`src/rtl/twpm_buf_pkg.sv`:
```
`default_nettype none
// ============================================================================
// twpm_buf_pkg : shared types and constants for the TPM data-buffer arbiter
// Rev 1.0
// ============================================================================
package twpm_buf_pkg;

    localparam int ADDR_W_DEF = 9;
    localparam int C_LANES    = 4;

    typedef enum logic [1:0] {
        ST_IDLE  = 2'd0,
        ST_CMD   = 2'd1,
        ST_RDATA = 2'd2,
        ST_ACK   = 2'd3
    } state_t;

endpackage
`default_nettype wire

```
`src/rtl/twpm_rr_arb2.sv`:
```
`default_nettype none
// ============================================================================
// twpm_rr_arb2 : two-requester round-robin arbiter (bit 0 = host, bit 1 = MCU)
// Rev 1.0
// ============================================================================
module twpm_rr_arb2
    import twpm_buf_pkg::*;
(
    input  logic       clk,
    input  logic       rst,
    input  logic       i_gnt_en,
    input  logic [1:0] i_req,
    output logic [1:0] o_gnt
);

    logic r_last_mcu;

    always_comb begin
        o_gnt = 2'b00;
        if (i_gnt_en) begin
            if (i_req == 2'b11) begin
                o_gnt = r_last_mcu ? 2'b01 : 2'b10;
            end else begin
                o_gnt = i_req;
            end
        end
    end

    // Resetting to MCU makes the host win the first tie.
    always_ff @(posedge clk) begin
        if (rst) begin
            r_last_mcu <= 1'b1;
        end else if (o_gnt != 2'b00) begin
            r_last_mcu <= o_gnt[1];
        end
    end

endmodule
`default_nettype wire

```
`src/rtl/twpm_buf_arb.sv`:
```
`default_nettype none
// ============================================================================
// twpm_buf_arb : host(byte)/MCU(word) arbiter and width adapter for 512x32 RAM
// Rev 1.0
// ============================================================================
module twpm_buf_arb
    import twpm_buf_pkg::*;
#(
    parameter int ADDR_W = ADDR_W_DEF
)
(
    input  logic              clk_i,
    input  logic              rst_i,
    input  logic              host_req_i,
    input  logic              host_we_i,
    input  logic [ADDR_W+1:0] host_addr_i,
    input  logic [7:0]        host_wdata_i,
    output logic [7:0]        host_rdata_o,
    output logic              host_ack_o,
    input  logic              mcu_req_i,
    input  logic              mcu_we_i,
    input  logic [ADDR_W-1:0] mcu_addr_i,
    input  logic [3:0]        mcu_sel_i,
    input  logic [31:0]       mcu_wdata_i,
    output logic [31:0]       mcu_rdata_o,
    output logic              mcu_ack_o,
    output logic [ADDR_W-1:0] ram_addr_o,
    output logic [31:0]       ram_wd_o,
    output logic [3:0]        ram_wen_o,
    output logic              ram_wclk_en_o,
    output logic              ram_rclk_en_o,
    input  logic [31:0]       ram_rd_i
);

    state_t              r_state;
    state_t              w_state_nxt;
    logic                w_gnt_en;
    logic [1:0]          w_gnt;
    logic [3:0]          w_host_lane_oh;

    logic                r_owner_mcu;
    logic                r_we;
    logic [1:0]          r_lane;
    logic [ADDR_W-1:0]   r_ram_addr;
    logic [31:0]         r_ram_wd;
    logic [3:0]          r_ram_wen;
    logic                r_wclk_en;
    logic                r_rclk_en;
    logic [7:0]          r_host_rdata;
    logic [31:0]         r_mcu_rdata;

    twpm_rr_arb2 u_arb (
        .clk      (clk_i),
        .rst      (rst_i),
        .i_gnt_en (w_gnt_en),
        .i_req    ({mcu_req_i, host_req_i}),
        .o_gnt    (w_gnt)
    );

    always_ff @(posedge clk_i) begin
        if (rst_i) begin
            r_state <= ST_IDLE;
        end else begin
            r_state <= w_state_nxt;
        end
    end

    always_comb begin
        w_state_nxt    = r_state;
        w_gnt_en       = 1'b0;
        w_host_lane_oh = 4'b0001 << host_addr_i[1:0];
        case (r_state)
            ST_IDLE: begin
                w_gnt_en = 1'b1;
                if (host_req_i || mcu_req_i) begin
                    w_state_nxt = ST_CMD;
                end
            end
            ST_CMD:   w_state_nxt = r_we ? ST_ACK : ST_RDATA;
            ST_RDATA: w_state_nxt = ST_ACK;
            ST_ACK:   w_state_nxt = ST_IDLE;
            default:  w_state_nxt = ST_IDLE;
        endcase
    end

    // RAM command is registered at grant and held for exactly the CMD cycle.
    always_ff @(posedge clk_i) begin
        if (rst_i) begin
            r_owner_mcu <= 1'b0;
            r_we        <= 1'b0;
            r_lane      <= 2'd0;
            r_ram_addr  <= '0;
            r_ram_wd    <= '0;
            r_ram_wen   <= '0;
            r_wclk_en   <= 1'b0;
            r_rclk_en   <= 1'b0;
        end else if (w_gnt[1]) begin
            r_owner_mcu <= 1'b1;
            r_we        <= mcu_we_i;
            r_lane      <= 2'd0;
            r_ram_addr  <= mcu_addr_i;
            r_ram_wd    <= mcu_we_i ? mcu_wdata_i : 32'h0;
            r_ram_wen   <= mcu_we_i ? mcu_sel_i : 4'h0;
            r_wclk_en   <= mcu_we_i;
            r_rclk_en   <= ~mcu_we_i;
        end else if (w_gnt[0]) begin
            r_owner_mcu <= 1'b0;
            r_we        <= host_we_i;
            r_lane      <= host_addr_i[1:0];
            r_ram_addr  <= host_addr_i[ADDR_W+1:2];
            r_ram_wd    <= host_we_i ? {C_LANES{host_wdata_i}} : 32'h0;
            r_ram_wen   <= host_we_i ? w_host_lane_oh : 4'h0;
            r_wclk_en   <= host_we_i;
            r_rclk_en   <= ~host_we_i;
        end else if (r_state == ST_CMD) begin
            r_ram_addr  <= '0;
            r_ram_wd    <= '0;
            r_ram_wen   <= '0;
            r_wclk_en   <= 1'b0;
            r_rclk_en   <= 1'b0;
        end
    end

    always_ff @(posedge clk_i) begin
        if (rst_i) begin
            r_host_rdata <= '0;
            r_mcu_rdata  <= '0;
        end else if (r_state == ST_RDATA) begin
            if (r_owner_mcu) begin
                r_mcu_rdata <= ram_rd_i;
            end else begin
                r_host_rdata <= ram_rd_i[{r_lane, 3'b000} +: 8];
            end
        end
    end

    assign host_ack_o    = (r_state == ST_ACK) && !r_owner_mcu;
    assign mcu_ack_o     = (r_state == ST_ACK) &&  r_owner_mcu;
    assign host_rdata_o  = r_host_rdata;
    assign mcu_rdata_o   = r_mcu_rdata;
    assign ram_addr_o    = r_ram_addr;
    assign ram_wd_o      = r_ram_wd;
    assign ram_wen_o     = r_ram_wen;
    assign ram_wclk_en_o = r_wclk_en;
    assign ram_rclk_en_o = r_rclk_en;

endmodule
`default_nettype wire

```
`config.mk`:
```
export PLATFORM = sky130hd
export DESIGN_NAME = twpm_buf_arb
export DESIGN_NICKNAME = d
export VERILOG_FILES = /design/src/rtl/twpm_buf_pkg.sv /design/src/rtl/twpm_rr_arb2.sv /design/src/rtl/twpm_buf_arb.sv
export SDC_FILE = /design/constraint.sdc
export NUM_CORES = 1
export LEC_CHECK = 0
export CAP_MARGIN = 20
export CORE_MARGIN = 3
export CORE_UTILIZATION = 39
export CTS_BUF_LIST = sky130_fd_sc_hd__clkbuf_4 sky130_fd_sc_hd__clkbuf_8
export DETAILED_ROUTE_END_ITERATION = 6
export PLACE_DENSITY = 0.79
export SLEW_MARGIN = 5
export SYNTH_ARGS = -nofsm -noshare
export SYNTH_HDL_FRONTEND = slang
export SYNTH_SLANG_ARGS = --single-unit
```
`constraint.sdc`:
```
create_clock -name clk_i -period 1.6 [get_ports clk_i]
set_input_delay 0.24 -clock clk_i [delete_from_list [all_inputs] [get_ports clk_i]]
set_output_delay 0.24 -clock clk_i [all_outputs]
set_load 0.02 [all_outputs]
```
==> flow_summary.rst <==
.. list-table::
   :header-rows: 1

   * - Metric
     - Value
   * - Bufs and invs on worst path
     - 1
   * - Post-synthesis async set-or-reset flop share
     - 0%
   * - Routed WL
     - 14700 µm
   * - Post-synthesis cell count
     - 468
   * - Ordered list of cells on the worst path
     - clkdlybuf4s50_1
   * - Total GRT Usage
     - 24.6%
   * - Post-synth net total
     - 575
   * - Number of buffers added by the clock tree synthesis step
     - 9
   * - Highest routing layer actually used
     - met4
   * - Unrepaired setup endpoints after global routing
     - false
   * - Standard cell with the maximum stage delay on the critical path
     - sky130_fd_sc_hd__clkdlybuf4s50_1
   * - Final weighted congestion in routability-driven placement
     - 0.921
   * - Share of the yosys chip area belonging to registers
     - 45.6%
   * - Relative slew slack
     - 67.4%
   * - Layout Skew
     - 0.0110 ns
   * - DRC viols
     - 0
   * - Hold Violations, Final
     - 0
   * - Path type of the worst min-delay path
     - input port to flip-flop
   * - TritonCTS clock tree
     - built
   * - Critical-path maximum fanout
     - 2
   * - Final Core Density
     - 67.6%
   * - Post-cts hold buffer count
     - 0
   * - Setup Total Neg Slack
     - 0 ns
   * - Number of flops mapped to enable cells by yosys
     - 0
   * - Leftover overflow at the end of global routing
     - 0
   * - Net total in the final layout
     - 762
   * - Max VDD drop
     - 0.898 mV
   * - Initial DRC Count
     - 260
   * - Result of the run
     - finished, final reports clean
   * - Post-route minimum period
     - 1.58 ns
   * - Layout overhead on the synthesized area
     - 64.6%
   * - Share of layout cells above drive strength 1
     - 13.8%
   * - Final total power
     - 0.0107 W
   * - Netlist Area Pre-Place
     - 4130 µm²
   * - Max-cap viol count
     - 0
   * - Pin count of the biggest net entering global routing
     - 84
   * - Top delay family on crit path
     - buffers and inverters
   * - Nature of the critical path endpoint
     - output port
   * - Critical Path RT
     - 1.36 ns
   * - Area post-placement
     - 6360 µm²
   * - Port buffer count
     - 190
   * - Max Transition Viols Final
     - 0
   * - Synthesis Warnings
     - 0
   * - Sort of element at the start of the critical path
     - flip-flop
   * - Final design instance area without fill
     - 6790 µm²
   * - Number of rows in the core area
     - 36
   * - Detail-routed via count per cell
     - 5.77
   * - Initial antenna violation count
     - 0
   * - Post-detailed-route count of antenna-violating nets
     - 0
   * - Largest stage delay on the critical path
     - 0.61 ns
   * - Post-route clock period utilization
     - 98.7%
   * - Worst Setup Path Type
     - flip-flop to output port
   * - Wire length of the first global-routing pass
     - 22600 µm
   * - Cell at the root of the clock tree
     - sky130_fd_sc_hd__clkbuf_8
   * - Number of global-route vias before repair
     - 4535
   * - Least-Margin Pin Slew
     - 0.489 ns
   * - Arrival time reported for the critical path endpoint
     - 1.34 ns
   * - H-tree depth
     - 3
   * - Met3 routed wirelength
     - 1540 µm
   * - Placeable Area
     - 10000 µm²
   * - Yosys cell types
     - 37
   * - Vias post-DR
     - 4579
   * - Horizontal die dimension
     - 109 µm
   * - Top-level I/O count
     - 191
   * - Placed wire-length estimate after detailed placement
     - 10900 µm
   * - DRT met1 WL
     - 5660 µm
   * - Power Dens Cells
     - 1570 nW/µm²
   * - Clk sinks
     - 94
   * - Initial DRT Pass Iterations
     - 5
   * - Setup violations, final
     - 0
   * - Antenna Diode Count
     - 0
   * - Static power due to leakage
     - 2.88 nW
   * - Number of storage elements in the synthesis netlist
     - 94
   * - WL/cell
     - 18.6 µm
   * - Synthesized area per cell
     - 8.82 µm²
   * - Commonest register cell after synthesis
     - sky130_fd_sc_hd__dfxtp_1
   * - Top achievable clock speed
     - 634 MHz
   * - Routed length on met2
     - 6970 µm
   * - Effective utilization at floorplan
     - 41.1%
   * - Clk pin slew, worst setup/hold paths
     - 0.10 ns
   * - Clock insertion delay at the later pin of the skew report
     - 0.37 ns
   * - Maximum count of clock buffers along a single path
     - 2
   * - Die span in y
     - 109 µm
   * - Area of the die
     - 11900 µm²
==> cells by family after synthesis <==
family | synth area share, %
buffers and inverters | 6.43
AOI/OAI and AO/OA | 19.2
DFF | 45.6
and+or+nand+nor | 22.7
adders and majority gates | 1.52
muxes | 4.61
==> per-layer routing <==
layer  GRT usage [%]  vias to the layer above
met4            11.8                        0
met3            6.57                       34
met5               0                        -
met1            28.6                     2167
li1                -                     2133
met2            41.8                      245
==> worst paths after layout <==
kind         slack [ns]             from                to  cells after the start
max                0.02     ram_wd_o[29]      ram_wd_o[29]                      1
min                0.27            rst_i  u_arb.r_last_mcu                      3
max reg2reg        0.07       r_state[0]      ram_wd_o[14]                      6
min reg2reg        0.46  mcu_rdata_o[17]   mcu_rdata_o[17]                      2
==> worst reg2reg max path, stage by stage (launching register included) <==
cell,delay [ns]
sky130_fd_sc_hd__dfxtp_2,0.33
sky130_fd_sc_hd__inv_2,0.07
sky130_fd_sc_hd__ha_4,0.16
sky130_fd_sc_hd__and2_4,0.15
sky130_fd_sc_hd__buf_4,0.13
sky130_fd_sc_hd__nand4_1,0.26
sky130_fd_sc_hd__a311oi_1,0.34
==> Yosys cell counts, drive strengths merged, types with 2 or more instances <==
library cell / instances / area [µm²]
dfxtp: 94 / 1880
nand2: 87 / 327
nand4: 50 / 313
a21oi: 42 / 210
nor3: 37 / 190
a311oi: 36 / 315
buf: 29 / 151
clkbuf: 25 / 95.1
a32oi: 9 / 78.8
o2bb2ai: 9 / 78.8
mux4: 8 / 180
ha: 5 / 62.6
inv: 5 / 18.8
and2: 4 / 25.0
nor2b: 4 / 25.0
nand2b: 3 / 18.8
nor2: 3 / 11.3
a31oi: 2 / 12.5
a32o: 2 / 20.0
nand3: 2 / 10.0
o21ai: 2 / 10.0
==> cell usage in the layout (no fill, tap or decap), types with 3 or more instances in the layout <==
master and n:
sky130_fd_sc_hd__clkdlybuf4s50_1 136, sky130_fd_sc_hd__nand4_1 50, sky130_fd_sc_hd__a32oi_1 9, sky130_fd_sc_hd__a311oi_2 9, sky130_fd_sc_hd__nor2_1 3, sky130_fd_sc_hd__dlymetal6s2s_1 32, sky130_fd_sc_hd__dlygate4sd2_1 19, sky130_fd_sc_hd__clkbuf_8 9
sky130_fd_sc_hd__dfxtp_1 92, sky130_fd_sc_hd__buf_12 11, sky130_fd_sc_hd__nor3_1 36, sky130_fd_sc_hd__buf_6 3, sky130_fd_sc_hd__buf_4 27, sky130_fd_sc_hd__inv_1 3, sky130_fd_sc_hd__a311oi_1 27, sky130_fd_sc_hd__nor2b_1 3
sky130_fd_sc_hd__o2bb2ai_1 9, sky130_fd_sc_hd__mux4_2 8, sky130_fd_sc_hd__and2_1 3, sky130_fd_sc_hd__a21oi_1 42, sky130_fd_sc_hd__bufinv_16 3, sky130_fd_sc_hd__nand2_1 87
==> power by group <==
| group | switching [W] | total (W) | internal, W |
|---|---|---|---|
| Combinational | 0.00295 | 0.00537 | 0.00242 |
| Clock | 0.000874 | 0.00192 | 0.00105 |
| Sequential | 0.000423 | 0.00340 | 0.00298 |
| Total | 0.00425 | 0.0107 | 0.00644 |
==> area by class of cell <==
class                           count  area [µm²]
Fill cell                         767        3250
Timing Repair Buffer              230        2390
Multi-Input combinational cell    315        2090
Sequential cell                    94        1880
Tap cell                          133         166
Clock buffer                        9         124
Clock inverter                      7         120
Inverter                            5        18.8
==> what timing repair did <==
| action | CTS | global route |
|---|---|---|
| setup buffers | 1 | 2 |
| setup endpoints to repair | 61 | 71 |
| pin swaps | 3 | 5 |
| gates resized for setup | 34 | 55 |
==> per-stage QoR <==
step | std cells | worst slack (ns) | hold WS, ns
3_3_place_gp | 774 | -0.182 | 0.443
3_5_place_dp | 774 | -0.337 | 0.448
4_1_cts | 791 | -0.0251 | 0.244
5_1_grt | 793 | 0.00106 | 0.307
2_1_floorplan | 468 | 0.0168 | 0.376
6_report | 793 | 0.0215 | 0.274
==> state kept, by name (all words and copies together), names as in the netlist <==
register and count:
mcu_rdata_o 32, ram_wd_o 32, ram_addr_o 9, host_rdata_o 8
ram_wen_o 4, r_lane 2, r_state 2, r_owner_mcu 1
r_we 1, ram_rclk_en_o 1, ram_wclk_en_o 1, u_arb.r_last_mcu 1
Power figures use the tool's default switching activity.
